### src/rtl/imem_pkg.sv
// Shared definitions for the instruction-memory program loader.
package imem_pkg;

    // Default instruction word width and word-address width.
    localparam int IMEM_WIDTH      = 32;
    localparam int IMEM_ADDR_WIDTH = 7;

    // Bytes per instruction word; words arrive least-significant byte first.
    localparam int BYTES_PER_WORD  = IMEM_WIDTH / 8;

    // Loader sequencing states.
    typedef enum logic [1:0] {
        IDLE  = 2'd0,
        RECV  = 2'd1,
        WRITE = 2'd2,
        DONE  = 2'd3
    } loader_state_t;

endpackage

### src/rtl/word_assembler.sv
// Collects a little-endian byte stream into one word. Each accepted byte
// lands in the lane selected by the byte index; word_done flags the byte
// that completes the word so the loader can issue the write next cycle.
module word_assembler
    import imem_pkg::*;
#(
    parameter int BPW = BYTES_PER_WORD
) (
    input  logic               clk,
    input  logic               srst,
    input  logic               clear,
    input  logic               shift_en,
    input  logic [7:0]         byte_data,
    output logic [8*BPW-1:0]   word,
    output logic               word_done
);

    localparam int IW = (BPW > 1) ? $clog2(BPW) : 1;
    localparam logic [IW-1:0] LAST_IDX = IW'(BPW - 1);

    logic [IW-1:0] byte_idx_reg;

    // The completing byte is the one accepted while the index sits on the last lane.
    assign word_done = shift_en && (byte_idx_reg == LAST_IDX);

    // Byte index: restarts on a new load and after each completed word.
    always_ff @(posedge clk) begin
        if (srst || clear || word_done) begin
            byte_idx_reg <= '0;
        end else if (shift_en) begin
            byte_idx_reg <= byte_idx_reg + 1'b1;
        end
    end

    // One byte-wide register per lane, written only when its index is current.
    generate
        for (genvar gi = 0; gi < BPW; gi++) begin : g_lane
            logic [7:0] lane_reg;

            // Capture the accepted byte into this lane.
            always_ff @(posedge clk) begin
                if (srst) begin
                    lane_reg <= '0;
                end else if (shift_en && (byte_idx_reg == IW'(gi))) begin
                    lane_reg <= byte_data;
                end
            end

            assign word[8*gi +: 8] = lane_reg;
        end
    endgenerate

endmodule

### src/rtl/imem_loader.sv
// Program loader: turns a host byte stream into sequential instruction-memory
// writes starting at address 0, holding the CPU until the requested number
// of words has been written.
module imem_loader
    import imem_pkg::*;
#(
    parameter int n = IMEM_WIDTH,
    parameter int r = IMEM_ADDR_WIDTH
) (
    input  logic         clk,
    input  logic         reset,
    input  logic         start,
    input  logic [r:0]   wordCount,
    input  logic         byteValid,
    input  logic [7:0]   byteData,
    output logic         byteReady,
    output logic         memWrite,
    output logic [r-1:0] memAddr,
    output logic [n-1:0] memData,
    output logic         busy,
    output logic         done,
    output logic         cpuHold
);

    loader_state_t state_reg;

    // Word index is one bit wider than the address so a full-depth count terminates.
    logic [r:0]   count_reg;
    logic [r:0]   word_idx_reg;
    logic [r:0]   word_idx_inc;

    logic         byte_ready_reg;
    logic         mem_write_reg;
    logic         busy_reg;
    logic         done_reg;
    logic         cpu_hold_reg;

    logic         start_accept;
    logic         byte_accept;
    logic         word_done;
    logic [n-1:0] asm_word;

    assign start_accept = start && ((state_reg == IDLE) || (state_reg == DONE));
    assign byte_accept  = byteValid && byte_ready_reg;
    assign word_idx_inc = word_idx_reg + 1'b1;

    word_assembler #(
        .BPW(n / 8)
    ) u_word_assembler (
        .clk       (clk),
        .srst      (reset),
        .clear     (start_accept),
        .shift_en  (byte_accept),
        .byte_data (byteData),
        .word      (asm_word),
        .word_done (word_done)
    );

    // Loader FSM with word counter and registered status/handshake outputs.
    always_ff @(posedge clk) begin
        if (reset) begin
            state_reg      <= IDLE;
            count_reg      <= '0;
            word_idx_reg   <= '0;
            byte_ready_reg <= 1'b0;
            mem_write_reg  <= 1'b0;
            busy_reg       <= 1'b0;
            done_reg       <= 1'b0;
            cpu_hold_reg   <= 1'b1;
        end else begin
            case (state_reg)
                IDLE, DONE: begin
                    if (start) begin
                        count_reg    <= wordCount;
                        word_idx_reg <= '0;
                        if (wordCount == '0) begin
                            state_reg      <= DONE;
                            byte_ready_reg <= 1'b0;
                            busy_reg       <= 1'b0;
                            done_reg       <= 1'b1;
                            cpu_hold_reg   <= 1'b0;
                        end else begin
                            state_reg      <= RECV;
                            byte_ready_reg <= 1'b1;
                            busy_reg       <= 1'b1;
                            done_reg       <= 1'b0;
                            cpu_hold_reg   <= 1'b1;
                        end
                    end
                end
                RECV: begin
                    if (word_done) begin
                        state_reg      <= WRITE;
                        byte_ready_reg <= 1'b0;
                        mem_write_reg  <= 1'b1;
                    end
                end
                WRITE: begin
                    mem_write_reg <= 1'b0;
                    word_idx_reg  <= word_idx_inc;
                    if (word_idx_inc == count_reg) begin
                        state_reg    <= DONE;
                        busy_reg     <= 1'b0;
                        done_reg     <= 1'b1;
                        cpu_hold_reg <= 1'b0;
                    end else begin
                        state_reg      <= RECV;
                        byte_ready_reg <= 1'b1;
                    end
                end
                default: begin
                    state_reg      <= IDLE;
                    byte_ready_reg <= 1'b0;
                    mem_write_reg  <= 1'b0;
                    busy_reg       <= 1'b0;
                    done_reg       <= 1'b0;
                    cpu_hold_reg   <= 1'b1;
                end
            endcase
        end
    end

    assign byteReady = byte_ready_reg;
    assign memWrite  = mem_write_reg;
    assign busy      = busy_reg;
    assign done      = done_reg;
    assign cpuHold   = cpu_hold_reg;

    // Address and data are forced to zero outside the write strobe.
    assign memAddr   = mem_write_reg ? word_idx_reg[r-1:0] : '0;
    assign memData   = mem_write_reg ? asm_word : '0;

endmodule

### config.mk
export PLATFORM = sky130hd
export DESIGN_NAME = imem_loader
export DESIGN_NICKNAME = d
export VERILOG_FILES = /design/src/rtl/imem_pkg.sv /design/src/rtl/word_assembler.sv /design/src/rtl/imem_loader.sv
export SDC_FILE = /design/constraint.sdc
export NUM_CORES = 1
export LEC_CHECK = 0
export BUFFER_PORTS_ARGS = -buffer_cell sky130_fd_sc_hd__clkbuf_2
export CAP_MARGIN = 20
export CORE_ASPECT_RATIO = 0.75
export CORE_MARGIN = 8
export CORE_UTILIZATION = 35
export CTS_BUF_LIST = sky130_fd_sc_hd__clkbuf_4
export CTS_CLUSTER_DIAMETER = 40
export DETAILED_ROUTE_END_ITERATION = 12
export PLACE_DENSITY = 0.56
export SLEW_MARGIN = 20
export SYNTH_ARGS = -nofsm -noshare
export SYNTH_HDL_FRONTEND = slang
export SYNTH_HIERARCHICAL = 1
export SYNTH_SLANG_ARGS = --single-unit
### constraint.sdc
create_clock -name clk -period 5.2 [get_ports clk]
set_input_delay 0 -clock clk [delete_from_list [all_inputs] [get_ports clk]]
set_output_delay 0 -clock clk [all_outputs]
set_load 0.05 [all_outputs]
-- Word-level counts from Yosys, hierarchy flattened
Cells that the tools add are included.
- mux-type cells: 22
- reduce and logical (&&, ||, !) cells: 21
- equal/unequal tests: 11
- $add $sub $neg: 2
- operator list (cell ; number):
    32-bit 2-to-1 mux ; 1
    8-bit case mux with 2 select lines ; 1
    1-bit 2-to-1 mux ; 9
    8-bit by 1-bit adder with 8-bit output (second input constant) ; 1
    2-bit == test (second input constant) ; 4
    8-bit == test ; 1
    8-bit zero test ; 1
    2-bit 2-to-1 mux ; 4
    8-bit 2-to-1 mux ; 1
    2-bit AND reduction ; 4
    7-bit 2-to-1 mux ; 1
    1-bit logical AND ; 6
    2-bit inequality test (second input constant) ; 3
    1-bit case mux with 2 select lines ; 3
    2-bit case mux with 3 select lines ; 1
    3-bit AND reduction ; 2
    2-bit by 1-bit == test with 1-bit output (second input constant) ; 2
    2-bit zero test ; 2
    2-bit nonzero test ; 2
    1-bit logical OR ; 3
    1-bit case mux with 3 select lines ; 1
    2-bit by 1-bit adder with 2-bit output (second input constant) ; 1
    2-bit by 1-bit inequality test with 1-bit output (second input constant) ; 1
    2-bit OR reduction ; 1
- flip-flop bits (word level): 57
- output and inout port bits: 44
- input port bits: 20
- logic and storage cells: 69

-- Depth between registers and ports, before layout
Gate-level depths: netlist (run 1).
- word-level depth: 5
- mapped depth: 10
- mapped depth without buffers: 7

-- Cells and area by module
The synthesis (run 1) kept the hierarchy.
- modules (own cells, without submodules) (module ; times used ; area an instance (µm²) ; cells an instance ; sequential area each (µm²)):
    imem_loader ; 1 ; 1620.3 ; 209 ; 460.4
    word_assembler ; 1 ; 1546.5 ; 163 ; 680.7

-- Worst setup path after synthesis (run 1)
No wires, ideal clock.
- path type: register to register
- start: register word_idx_reg[1]
- end: register cpu_hold_reg (netlist: cpuHold)
- setup time: 0.125 ns
- path buffers: 1
- cell stages (with the launch flop): 8
- path slack: 3.084 ns
- period minus slack after synthesis: 2.116 ns
- data required time: 5.075 ns
- data arrival time: 1.990 ns
- cell sequence: dfxtp_1 -> ha_1 -> clkbuf_1 -> nand2_1 -> o32ai_1 -> o211ai_4 -> a2111oi_4 -> nor2_1
- word-level cells in the longest chain between the ends: 4
- ends and longest elaborated chain (what ; line ; source):
    start, declared ; imem_loader.sv:29 ; logic [r:0] word_idx_reg;
    start signal, assigned ; imem_loader.sv:100 ; word_idx_reg <= word_idx_inc;
    8-bit by 1-bit adder with 8-bit output ; imem_loader.sv:45 ; assign word_idx_inc = word_idx_reg + 1'b1;
    8-bit == test ; imem_loader.sv:101 ; if (word_idx_inc == count_reg) begin
    2-bit inequality test (no line) ; - ;
    3-bit AND reduction (no line) ; - ;
    end signal, assigned ; imem_loader.sv:69 ; cpu_hold_reg <= 1'b1;
    end signal, assigned ; imem_loader.sv:105 ; cpu_hold_reg <= 1'b0;
    end signal, assigned ; imem_loader.sv:117 ; cpu_hold_reg <= 1'b1;
    end, declared ; imem_loader.sv:36 ; logic cpu_hold_reg;
Every way passes these cells.
A chain may end at the register's enable or synchronous reset.

-- Worst setup path after layout (run 1)
- start: register word_idx_reg[0]
- end: register cpu_hold_reg (netlist: cpuHold)
Same word-level chain as after synthesis.

==> results of run 1 <==
-- how the worst min path moves through the flow --
stage	start	endpoint
after floorplan	wordCount[7]	count_reg[7]
after global placement	wordCount[5]	count_reg[5]
after detailed placement	wordCount[1]	count_reg[1]
after CTS	start	word_idx_reg[1]
after global routing	start	word_idx_reg[1]
final	start	word_idx_reg[1]
-- layout make-up --
type                            count  area [µm²]  area share [%]
Multi-Input combinational cell    275        1830            48.3
Sequential cell                    57        1140            30.1
Timing Repair Buffer               80         483            12.7
Tap cell                          112         140            3.69
Clock inverter                      7         109            2.87
Clock buffer                        9        67.6            1.78
Inverter                            6        22.5           0.593
-- routing by layer --
metal | wire length [µm] | track usage (%)
met5 | 0 | 0
met1 | 4100 | 18.0
met2 | 3630 | 19.4
met4 | 108 | 4.42
met3 | 349 | 3.59
-- through the flow --
stage | hold slack, ns | utilization, % | instance area [µm²]
6_report | 0.164 | 42.5 | 3800
3_5_place_dp | 0.242 | 38.7 | 3460
4_1_cts | 0.127 | 42.5 | 3790
3_3_place_gp | 0.238 | 38.7 | 3460
2_1_floorplan | 0.136 | - | 3170
5_1_grt | 0.193 | 42.5 | 3800
-- placed cells by master (no fill, tap or decap), types with 2 or more instances in the layout --
cell type,netlist,final
nand3b_1,2,2
ha_1,8,8
and2_1,40,39
or4_1,2,2
mux2i_1,2,2
o21ai_0,3,3
a211o_1,2,2
a22oi_1,3,3
a21oi_1,47,47
o21a_1,3,3
dlygate4sd3_1,0,16
xnor2_1,4,4
xor2_1,5,5
clkbuf_4,0,9
a2111oi_4,2,2
inv_1,5,5
nor3_1,7,7
nor2b_1,4,4
a21o_2,2,2
nor2_1,17,17
nand3_1,34,34
o21ai_1,2,2
bufinv_16,0,3
clkinv_1,1,4
a21bo_2,32,32
clkbuf_2,3,63
a21o_1,4,4
nand2b_1,4,4
nand2_1,27,27
a211oi_1,3,3
dfxtp_1,57,56
-- power breakdown --
part	internal, µW	switching (µW)
clock	239	173
sequential	481	34.5
combinational	158	312
total	877	519
-- cells by family (layout without fill, tap and decap cells) --
logic type | count (synthesis) | count (layout) | share of synthesized area, %
flip-flops | 57 | 57 | 36.0
adder cells (fa/ha/maj) | 8 | 8 | 3.16
XOR/XNOR | 9 | 9 | 2.49
AO/OA/AOI/OAI | 109 | 109 | 26.4
AND/OR/NAND/NOR | 147 | 147 | 25.1
buffers and inverters | 40 | 102 | 6.20
multiplexers | 2 | 2 | 0.632
-- worst max-delay path: stages, from the launching register on --
cell and delay, ns:
dfxtp_1 0.54, ha_1 0.46, nand2_1 0.16, o32ai_1 0.47, o211ai_4 0.15, a2111oi_4 0.38
nor2_1 0.08
==> results.json, run 1 <==
{
  "crit_fanout": 10,
  "synth_flop_cell": "dfxtp_1",
  "setup.worst_path.start": "word_idx_reg[0]",
  "synthTopCellsByCount": "dfxtp_1 (57), a21oi_1 (47), and2_1 (40), nand3_1 (34), a21bo_2 (32)",
  "drive_above_1_share_pct": 27.9,
  "synth_top_area_share_pct": 36.0,
  "startpoint_type": "register",
  "numCtsBuffers": 9,
  "drtIter0Drc": 218,
  "regToRegSetupSlack_ns": 2.86,
  "htree_levels": 3,
  "cts_buffer_depth": 2,
  "finalSetupViolCount": 0,
  "cap_viol_max_count": 0,
  "crit_path_end_kind": "register",
  "r2r_end": "cpuHold",
  "die-area_um2": 12400,
  "wl_per_cell_um": 15.0,
  "critPathCapture": "cpuHold",
  "synth_seq_cells": 57,
  "path_clk_slew_ns": 0.10,
  "drc": 0,
  "ys_async_sr_fraction_pct": 0,
  "tightest_slew_ns": 0.972,
  "globalRouteOverflowTotal": 0,
  "finalMaxSlewViolations": 0,
  "fp.dieW_um": 126,
  "yosys-top-cells-area": "dfxtp_1 (36%), a21bo_2 (10%), and2_1 (7.9%)",
  "path_class": "reg2reg",
  "core_area_um2": 8930,
  "root_buffer": "clkbuf_4",
  "hold_buffers": 16,
  "ys_types": 48,
  "gp_congestion": 0.832,
  "min_path_cells": 4,
  "wl_um": 8180,
  "diodes": 0,
  "grt_pass1_vias": 2501,
  "slew_headroom_pct": 34.8,
  "die_y_um": 98.4,
  "finalCritPeriodShare_pct": 45.1,
  "dpl.hpwl_um": 5390,
  "power.total_uw": 1400,
  "grt_util_all_layers_pct": 13.1,
  "num_rows": 30,
  "fmax_ghz": 0.427,
  "clock_latency_ns": 0.40,
  "hold_path.class": "in2reg",
  "fin_tns_setup_ns": 0,
  "grt_max_degree": 70,
  "vdd_ir_drop_max_v": 0.000201,
  "r2r-start": "word_idx_reg[0]",
  "pre_cts_ws_ns": 2.90,
  "cts_sinks": 57,
  "nNetsFinal": 457,
  "synth_edf_count": 0,
  "via_per_inst": 5.03,
  "rsz0062_at_grt": "false",
  "yosysSeqAreaShare_pct": 36.0,
  "arrival_ns": 2.63,
  "largest_reg_flops": 32,
  "syn-num-nets": 400,
  "p_per_area_nw_per_um2": 368,
  "leakage_uw": 0.00157,
  "syn_avg_cell_area_um2": 8.51,
  "floorplan.initialDensity_pct": 35.4,
  "fin_cells": 546,
  "finalHoldViolations": 0,
  "period_needed_ns": 2.34,
  "io_pins": 64,
  "firstDrtPassIters": 5,
  "port_buffers": 63,
  "yosysMostFrequentCell": "dfxtp_1",
  "areaGrowthSynthToFinish_pct": 19.9,
  "syn_area_um2": 3170,
  "postCtsSetupRepairBufs": 0,
  "yosys.area.top_type": "dfxtp_1",
  "cp.required_ns": 5.49,
  "yosysWarnings": 6,
  "cts_tree": "built",
  "final.setup_skew_ns": 0.00918,
  "grt_pass1_wl_um": 13200,
  "antenna_found_initial": 0,
  "fillerInstances": 920,
  "cts-resized-gates": 0,
  "ant_nets": 0,
  "dr_total_vias": 2745,
  "status": "finished, final reports clean",
  "dpl.cell_count": 514,
  "timing.final.ws_setup_ns": 2.86,
  "synthCells": 372,
  "reg2reg_depth": 6
}
Note: power is estimated with default switching activity, not from simulation.
==> inputs of run 2 (changes only) <==
clock period = 2.3 ns   (was 5.2 ns; I/O delays follow)
==> run 2 against run 1 <==
Net effect: hold slack got worse by 0.089 ns; sequential share of layout area decreased by 0.11 points; fmax increased by 9.4%; first-iteration DRC count decreased by 23%; register-to-register slack got worse by 2.7 ns; power increased by 110%; clock skew increased by 0.0029 ns; combinational power increased by 150%; count of clock-buffer cells in the layout increased by 2; non-clock buffer count increased by 12; utilization increased by 0.25 points; cell area increased by 0.59%; largest cell class unchanged; largest power group unchanged.
==> results.json, run 2 (synthesis results as in run 1) <==
{
  "root_buffer": "clkbuf_4",
  "crit_path_end_kind": "register",
  "crit_fanout": 6,
  "die-area_um2": 12400,
  "vdd_ir_drop_max_v": 0.000571,
  "grt_max_degree": 48,
  "drive_above_1_share_pct": 30.7,
  "grt_util_all_layers_pct": 14.0,
  "numCtsBuffers": 9,
  "io_pins": 64,
  "gp_congestion": 0.829,
  "startpoint_type": "register",
  "num_rows": 30,
  "path_clk_slew_ns": 0.10,
  "power.total_uw": 2940,
  "cts_buffer_depth": 2,
  "grt_pass1_wl_um": 14000,
  "antenna_found_initial": 0,
  "arrival_ns": 2.43,
  "ant_nets": 0,
  "clock_latency_ns": 0.41,
  "finalMaxSlewViolations": 0,
  "cap_viol_max_count": 0,
  "firstDrtPassIters": 4,
  "final.setup_skew_ns": 0.0121,
  "hold_path.class": "in2reg",
  "status": "finished, final reports clean",
  "reg2reg_depth": 6,
  "tightest_slew_ns": 0.847,
  "rsz0062_at_grt": "false",
  "dpl.hpwl_um": 5670,
  "wl_per_cell_um": 14.9,
  "drc": 0,
  "mostFrequentLayoutCells": "clkbuf_2 (63), dfxtp_1 (54), a21oi_1 (47), and2_1 (39), nand3_1 (34)",
  "largest_reg_flops": 32,
  "diodes": 0,
  "grt_pass1_vias": 2771,
  "placed_area_um2": 3550,
  "postCtsSetupRepairBufs": 0,
  "drtIter0Drc": 168,
  "leakage_uw": 0.00160,
  "core_area_um2": 8930,
  "htree_levels": 3,
  "finalSetupViolCount": 0,
  "dr_total_vias": 2792,
  "globalRouteOverflowTotal": 0,
  "min_path_cells": 5,
  "via_per_inst": 5.00,
  "wl_um": 8320,
  "cp.required_ns": 2.59,
  "slew_headroom_pct": 43.5,
  "cts_tree": "built",
  "fmax_ghz": 0.467,
  "nNetsFinal": 469,
  "cts_sinks": 57,
  "final_common_cell": "clkbuf_2",
  "p_per_area_nw_per_um2": 770,
  "floorplan.initialDensity_pct": 35.4,
  "port_buffers": 63,
  "finalCritPeriodShare_pct": 93.1,
  "fillerInstances": 906,
  "die_y_um": 98.4,
  "fp.dieW_um": 126,
  "final_cell_area_um2": 3820,
  "areaGrowthSynthToFinish_pct": 20.6,
  "path_class": "reg2reg",
  "fin_tns_setup_ns": 0,
  "finalHoldViolations": 0,
  "period_needed_ns": 2.14
}
## run 2: stage by stage
stage / hold WS, ns / util [%] / instances / setup slack, ns
after global routing: 0.0788 / 42.7 / 558 / 0.0365
after floorplan: 0.136 / - / 372 / 0.184
after global placement: 0.242 / 39.7 / 526 / 0.178
after detailed placement: 0.244 / 39.7 / 526 / 0.0725
final: 0.0754 / 42.7 / 558 / 0.158
after CTS: 0.0369 / 42.7 / 558 / 0.0391
## run 2: layout make-up
cell class	count	area, µm²	share of cell area [%]
well taps	112	140	3.67
repair buffers	92	573	15.0
multi-input cells	275	1830	48.0
inverters	6	22.5	0.590
clock inverters	5	22.5	0.590
clock buffers	11	82.6	2.16
flip-flops and latches	57	1140	30.0
## run 2: repair_timing
item | in CTS | in global routing
resized for setup | 0 | 4
setup endpoints to repair | 0 | 2
hold endpoints to repair | 40 | 0
hold buffers | 16 | 0
## run 2: final timing paths
check / startpoint / to / slack [ns]
worst min register to register: done / done / 0.47
worst min-delay path: start / count_reg[5] / 0.08
worst max register to register: word_idx_reg[4] / cpuHold / 0.16
worst max-delay path: word_idx_reg[4] / cpuHold / 0.16
## run 2: critical path, stage by stage (launching register included)
cell and delay [ns]:
dfxtp_1 0.48, and4_1 0.32, nand2_1 0.12, o32ai_1 0.46, o211ai_4 0.16, a2111oi_4 0.40
nor2_1 0.08
## run 2: routing by layer
layer / wire [µm] / global-route usage [%] / part of all wire, %
met5: 0 / 0 / 0
met2: 3780 / 21.2 / 45
met1: 3950 / 17.9 / 47
met4: 115 / 5.62 / 1.4
met3: 483 / 4.46 / 5.8
## run 2: report_power, final
part	internal, µW	switching (µW)
logic	436	728
clock network	234	379
registers	1090	74.7
total	1760	1180
